==> src/rtl/mux_n_scan.sv <==
// Purpose: registered N:1 channel mux with manual index load or auto round-robin scan over valid channels.
// Latency: 1 cycle from din/din_valid (and from the select decision) to y/y_valid/y_ch.
// Backpressure: none; the downstream path samples y every cycle and there is no ready input.
//
// Ports:
//   i_clk, i_rst        clock and synchronous active-high reset
//   i_din, i_din_valid  N packed channels of WIDTH bits plus per-channel valid
//   i_mode              0 = manual select, 1 = auto round-robin scan
//   i_sel, i_sel_load   manual channel index and its load strobe
//   o_y, o_y_valid      registered data/valid of the selected channel
//   o_y_ch              channel index that produced o_y
//   o_switch_p          pulse: the selected channel changed on the last edge
//   o_sel_err           pulse: manual load with an out-of-range index
module mux_n_scan #(
  parameter int WIDTH = 8,
  parameter int N     = 4,
  parameter int DWELL = 4,
  localparam int SELW = $clog2(N)
) (
  input  logic               i_clk,
  input  logic               i_rst,
  input  logic [N*WIDTH-1:0] i_din,
  input  logic [N-1:0]       i_din_valid,
  input  logic               i_mode,
  input  logic [SELW-1:0]    i_sel,
  input  logic               i_sel_load,
  output logic [WIDTH-1:0]   o_y,
  output logic               o_y_valid,
  output logic [SELW-1:0]    o_y_ch,
  output logic               o_switch_p,
  output logic               o_sel_err
);

  // Dwell counter needs at least one bit even when DWELL == 1.
  localparam int CNTW = (DWELL > 1) ? $clog2(DWELL) : 1;
  localparam logic [CNTW-1:0] DWELL_LAST = CNTW'(DWELL - 1);
  localparam logic [SELW:0]   N_EXT      = (SELW + 1)'(N);

  logic [SELW-1:0]  r_cur_ch;
  logic [CNTW-1:0]  r_dwell_cnt;
  logic [WIDTH-1:0] r_y;
  logic             r_y_valid;
  logic             r_switch_p;
  logic             r_sel_err;

  logic [WIDTH-1:0] w_ch_dat [N];
  logic [SELW:0]    w_sum;
  logic [SELW-1:0]  w_auto_ch;
  logic             w_found;
  logic [SELW-1:0]  w_next_ch;
  logic [CNTW-1:0]  w_next_cnt;
  logic             w_sel_err;

  for (genvar k = 0; k < N; k++) begin : g_unpack
    assign w_ch_dat[k] = i_din[k*WIDTH +: WIDTH];
  end

  // Next valid channel after the current one, searched cyclically.
  // Falls back to the current channel when no other channel is valid,
  // regardless of whether the current channel itself is valid.
  always_comb begin
    w_sum     = '0;
    w_auto_ch = r_cur_ch;
    w_found   = 1'b0;
    for (int i = 1; i < N; i++) begin
      w_sum = {1'b0, r_cur_ch} + (SELW + 1)'(i);
      if (w_sum >= N_EXT) begin
        w_sum = w_sum - N_EXT;
      end
      if (!w_found && i_din_valid[w_sum[SELW-1:0]]) begin
        w_auto_ch = w_sum[SELW-1:0];
        w_found   = 1'b1;
      end
    end
  end

  // Channel decision. Manual mode keeps the dwell counter at zero so that
  // a later switch into auto mode always starts a fresh dwell period.
  always_comb begin
    w_next_ch  = r_cur_ch;
    w_next_cnt = '0;
    w_sel_err  = 1'b0;
    if (i_mode) begin
      if (r_dwell_cnt == DWELL_LAST) begin
        w_next_ch = w_auto_ch;
      end else begin
        w_next_cnt = r_dwell_cnt + CNTW'(1);
      end
    end else if (i_sel_load) begin
      if ({1'b0, i_sel} < N_EXT) begin
        w_next_ch = i_sel;
      end else begin
        w_sel_err = 1'b1;
      end
    end
  end

  always_ff @(posedge i_clk) begin
    if (i_rst) begin
      r_cur_ch    <= '0;
      r_dwell_cnt <= '0;
      r_y         <= '0;
      r_y_valid   <= 1'b0;
      r_switch_p  <= 1'b0;
      r_sel_err   <= 1'b0;
    end else begin
      r_cur_ch    <= w_next_ch;
      r_dwell_cnt <= w_next_cnt;
      r_y         <= w_ch_dat[w_next_ch];
      r_y_valid   <= i_din_valid[w_next_ch];
      r_switch_p  <= (w_next_ch != r_cur_ch);
      r_sel_err   <= w_sel_err;
    end
  end

  // The registered current channel is by construction the source of o_y.
  assign o_y        = r_y;
  assign o_y_valid  = r_y_valid;
  assign o_y_ch     = r_cur_ch;
  assign o_switch_p = r_switch_p;
  assign o_sel_err  = r_sel_err;

endmodule

==> config.mk <==
export PLATFORM = sky130hd
export DESIGN_NAME = mux_n_scan
export DESIGN_NICKNAME = d
export VERILOG_FILES = /design/src/rtl/mux_n_scan.sv
export SDC_FILE = /design/constraint.sdc
export NUM_CORES = 1
export LEC_CHECK = 0
export BUFFER_PORTS_ARGS = -buffer_cell sky130_fd_sc_hd__buf_2
export CAP_MARGIN = 15
export CORE_ASPECT_RATIO = 0.8
export CORE_MARGIN = 2
export CORE_UTILIZATION = 45
export DETAILED_ROUTE_END_ITERATION = 6
export GPL_ROUTABILITY_DRIVEN = 0
export GPL_TIMING_DRIVEN = 0
export HOLD_SLACK_MARGIN = 0.03
export PLACE_DENSITY_LB_ADDON = 0.3
export RECOVER_POWER = 50
export SYNTH_ARGS = -nofsm -noshare
export SYNTH_HDL_FRONTEND = slang
export SYNTH_SLANG_ARGS = --single-unit
==> constraint.sdc <==
create_clock -name i_clk -period 2.9 [get_ports i_clk]
set_input_delay 0.58 -clock i_clk [delete_from_list [all_inputs] [get_ports i_clk]]
set_output_delay 0.58 -clock i_clk [all_outputs]
set_load 0.01 [all_outputs]
* Word level (Yosys, flattened, before mapping)
Index checks and enable logic that the tools add are counted.
** Storage, ports and cells
- Bits in registers :: 14
- Output and inout port bits :: 13
- Logic and storage cells :: 51
** Operators by class
- Add/subtract/negate cells :: 7
- $lt $le $gt $ge :: 8
- Eq/ne operators :: 2
- Multiplexer cells :: 22
- Bitwise logic cells :: 2
- Reductions and logical operators :: 5
** Operators with widths (number)
- 2-bit 2-to-1 mux :: 9
- 8-bit binary-select mux with 2-bit select :: 1
- 8-bit 2-to-1 mux :: 2
- 3-bit greater-or-equal comparator (second input constant) :: 4
- 2-bit by 3-bit less-than comparator with 1-bit output (second input constant) :: 4
- 1-bit binary-select mux with 2-bit select :: 4
- 2-bit by 2-bit adder with 3-bit output (second input constant) :: 2
- 1-bit 2-to-1 mux :: 6
- 2-bit by 1-bit subtractor with 2-bit output (second input constant) :: 3
- 2-bit by 1-bit adder with 3-bit output (second input constant) :: 1
- 2-bit inverter with 3-bit output :: 1
- 3-bit OR reduction :: 1
- 2-bit by 1-bit adder with 2-bit output (second input constant) :: 1
- 2-bit == test (second input constant) :: 1
- 1-bit logical AND :: 2
- 1-bit logical NOT :: 2
- 2-bit != test :: 1
- 1-bit inverter :: 1

* Longest topological paths before layout
- Depth in word-level cells :: 18
- Gate-level depth with buffers :: 8
- Gate-level depth less buffers :: 7

* Least setup slack after synthesis
No wires, ideal clock.
- Kind :: input-to-reg
- From :: input i_mode
- To :: register r_y[0], in the netlist o_y[0]
- Library setup time :: 123 ps
- Data arrival time :: 1779 ps
- Slack :: 998 ps
- Cell stages on the path :: 7
- Path buffers :: 1
- Path through :: nand2_1 a311o_2 o21bai_1 nand2_4 buf_8 mux2i_1 o22ai_1
** Between the ends
- Longest elaborated chain between the ends :: 5
** Ends and longest elaborated chain
- from (decl) :: line 24 : input logic i_mode,
- 2-bit 2-to-1 mux :: line 83 : if (i_mode) begin
- 2-bit inverter with 3-bit output (implied by the code) :: line 109 : r_y <= w_ch_dat[w_next_ch];
- 8-bit binary-select mux with 2-bit select :: line 109
- 8-bit 2-to-1 mux (implied by the code) (2 in a row) :: line 109
- to (signal assigned) :: line 109
- to (decl) :: line 41 : logic [WIDTH-1:0] r_y;
Every way passes these cells. The select of a mux whose other input is x is not followed.
A chain may end at the register's enable or synchronous reset.

* Final worst setup path
- From :: register r_dwell_cnt[0]
- To :: register r_y[3], in the netlist o_y[3]
** Between the ends
- Longest elaborated chain between the ends :: 7
** Ends and longest elaborated chain
- from (decl) :: line 40 : logic [CNTW-1:0] r_dwell_cnt;
- from (signal assigned) :: line 108 : r_dwell_cnt <= w_next_cnt;
- 2-bit == test :: line 84 : if (r_dwell_cnt == DWELL_LAST) begin
- 2-bit 2-to-1 mux :: line 84
- 2-bit 2-to-1 mux :: line 83
- 2-bit inverter with 3-bit output (implied by the code) :: line 109
- 8-bit binary-select mux with 2-bit select :: line 109
- 8-bit 2-to-1 mux (implied by the code) (2 in a row) :: line 109
Every way passes these cells. The select of a mux whose other input is x is not followed.

==> impl_metrics.json <==
{
  "final_nets": 188,
  "numCtsBuffers": 3,
  "drt-total-wl_mm": 2.10,
  "syn_area_sq_um": 870,
  "die-area_sq_um": 2300,
  "grt_max_degree": 11,
  "antennaDiodeCount": 0,
  "yosys_register_bits": 14,
  "crit_path_start_kind": "flop",
  "initial_core_util_pct": 46.8,
  "routedWlPerCell_um": 12.5,
  "drt_iter0_drc": 4,
  "arrival_ns": 2.29,
  "hold_path_class": "reg2reg",
  "timing.final.crit_share_pct": 73.2,
  "synth_edf_count": 0,
  "syn_nets": 130,
  "p_leak_nw": 0.572,
  "cts_resized": 0,
  "cts_hold_buf": 0,
  "grt_pass1_vias": 800,
  "avgViaCountPerCell": 5.08,
  "synth_largest_area_cell": "dfxtp_1",
  "ant_nets": 0,
  "instances_no_fill": 168,
  "status": "complete, no violations",
  "irDropWorstVdd_mv": 0.345,
  "clockRootBuffer": "clkbuf_4",
  "cp-end-kind": "flop",
  "core.rowCount": 14,
  "cp_slowest_cell": "a311o_2",
  "die_y_um": 43.3,
  "grt_util_all_layers_pct": 20.3,
  "drv_cap": 0,
  "hold_viol": 0,
  "cts_buffer_depth": 2,
  "skew_ns": 0.00594,
  "fillers": 188,
  "yosys_warnings": 0,
  "dp_hpwl_mm": 1.68,
  "cts_tree": "done",
  "vias": 853,
  "slew_violations": 0,
  "worstSetupPathType": "reg2reg",
  "slowest_delay_ns": 0.37,
  "die_w_um": 53.1,
  "area_delta_synth_final_pct": 36.5,
  "max_freq_mhz": 471,
  "cts_sinks": 14,
  "gr-total-overflow": 0,
  "worstPathRequired_ns": 3.07,
  "path_delay_family": "compound AO/OA/AOI/OAI gates",
  "ys_types": 37,
  "cp.buffers_inverters": 1,
  "grt_pass1_wl_mm": 3.46,
  "yosysTopAreaCellShare_pct": 32.2,
  "antenna_found_initial": 0,
  "async_reset_ff_share_pct": 0,
  "drc_errors": 0,
  "htree_levels": 1,
  "io_pins": 55,
  "core_sq_um": 1860,
  "synth.area.top_cells": "dfxtp_1 (32%), mux2i_1 (22%), o22ai_1 (6.5%)",
  "rsz0062_at_grt": "false",
  "cts_setup_buffers": 0,
  "setup_tns_ns": 0,
  "clk_latency_ns": 0.28,
  "crit_fanout": 10,
  "finalPower_mw": 0.521,
  "port_buffers": 53,
  "final_layout_size_suffix_gt1_share_pct": 41.7,
  "layout_min_cycle_time_ns": 2.12,
  "power.density_nw_per_um2": 439,
  "syn_avg_cell_area_sq_um": 10.0,
  "path_cells": "ha_1 -> nand2_1 -> a311o_2 -> o21bai_1 -> nand2_4 -> buf_8 -> mux2i_1 -> o22ai_1",
  "yosysSeqAreaShare_pct": 32.2,
  "setup_viol": 0,
  "synth_flop_cell": "dfxtp_1",
  "dp.cells": 164,
  "synth_cells": 87,
  "drt_first_pass_iters": 4,
  "cts.clk_slew.worst_paths_ns": 0.08
}
cell usage after synthesis (2+ instances only):
library cell and n:
o21ai_0 3, o22ai_1 9, nand2_1 2, dfxtp_1 14
buf_6 3, a21oi_1 4, mux2i_1 19, nor2_1 2
inv_1 3
stage by stage:
step           cell area, sq um  hold WS, ns  setup WS [ns]  util [%]
5_1_grt                    1190        0.463          0.629      63.9
3_3_place_gp               1160        0.419          0.700      62.7
2_1_floorplan               870        0.405          0.998         -
3_5_place_dp               1160        0.430          0.677      62.7
4_1_cts                    1200        0.443          0.796      64.7
6_report                   1190        0.447          0.778      63.9
layer usage:
metal / part of all wire, % / up-vias / global-route usage, %
met1: 43 / 382 / 27.6
met2: 50 / 25 / 32.3
met5: 0 / - / 0
li1: - / 444 / -
met4: 0.29 / 0 / 1.54
met3: 6.3 / 2 / 7.39
sequential cells by signal, summed over array words and instances, names as in the netlist:
| register | count |
|---|---|
| r_dwell_cnt | 2 |
| o_y | 8 |
| o_switch_p | 1 |
| o_y_ch | 2 |
| o_y_valid | 1 |
report_power, final:
group	internal, mW	switching, mW	total, mW
Sequential	0.212	0.00638	0.218
Combinational	0.0823	0.0789	0.161
Clock	0.0764	0.0651	0.141
Total	0.371	0.150	0.521
area by class of cell:
cell class | count | area [sq um] | area share [%]
Multi-Input combinational cell | 64 | 517 | 43.5
Sequential cell | 14 | 280 | 23.6
Timing Repair Buffer | 53 | 251 | 21.2
Buffer | 6 | 61.3 | 5.16
Clock buffer | 4 | 36.3 | 3.06
Tap cell | 24 | 30.0 | 2.53
Inverter | 3 | 11.3 | 0.948
kinds of logic (layout without fill, tap and decap cells):
| family | count (synthesis) | count (layout) | synth area share (%) |
|---|---|---|---|
| compound gates | 26 | 26 | 21.4 |
| xor+xnor | 1 | 1 | 1.01 |
| fa+ha+maj | 1 | 1 | 1.44 |
| buf+inv | 9 | 66 | 8.34 |
| flops | 14 | 14 | 32.2 |
| mux | 20 | 20 | 23.2 |
| other cells | 1 | 1 | 0.431 |
| simple gates | 15 | 15 | 11.9 |
cell usage in the layout (no fill, tap or decap), types with 2 or more instances in the layout:
master / count
buf_6: 3
o22ai_1: 9
buf_2: 43
dfxtp_1: 14
clkbuf_4: 3
o21ai_0: 3
mux2i_1: 19
nand2_1: 2
clkbuf_1: 11
nor2_1: 2
inv_1: 3
a21oi_1: 4
worst paths after layout:
kind / startpoint / end / slack, ns / cells past startpoint
max: r_dwell_cnt[0]$_SDFF_PP0_ / o_y[3]$_SDFF_PP0_ / 0.78 / 8
min: r_dwell_cnt[0]$_SDFF_PP0_ / r_dwell_cnt[0]$_SDFF_PP0_ / 0.45 / 1
max reg2reg: r_dwell_cnt[0]$_SDFF_PP0_ / o_y[3]$_SDFF_PP0_ / 0.78 / 8
min reg2reg: r_dwell_cnt[0]$_SDFF_PP0_ / r_dwell_cnt[0]$_SDFF_PP0_ / 0.45 / 1
worst reg2reg max path: cells and delay by family (launching register included):
kind / cells / cell delay (ns)
adders and majority gates: 1 / 0.27
muxes: 1 / 0.21
DFF: 1 / 0.35
buffers and inverters: 1 / 0.19
AOI/OAI and AO/OA: 3 / 0.70
and+or+nand+nor: 2 / 0.30
Power figures use the tool's default switching activity.
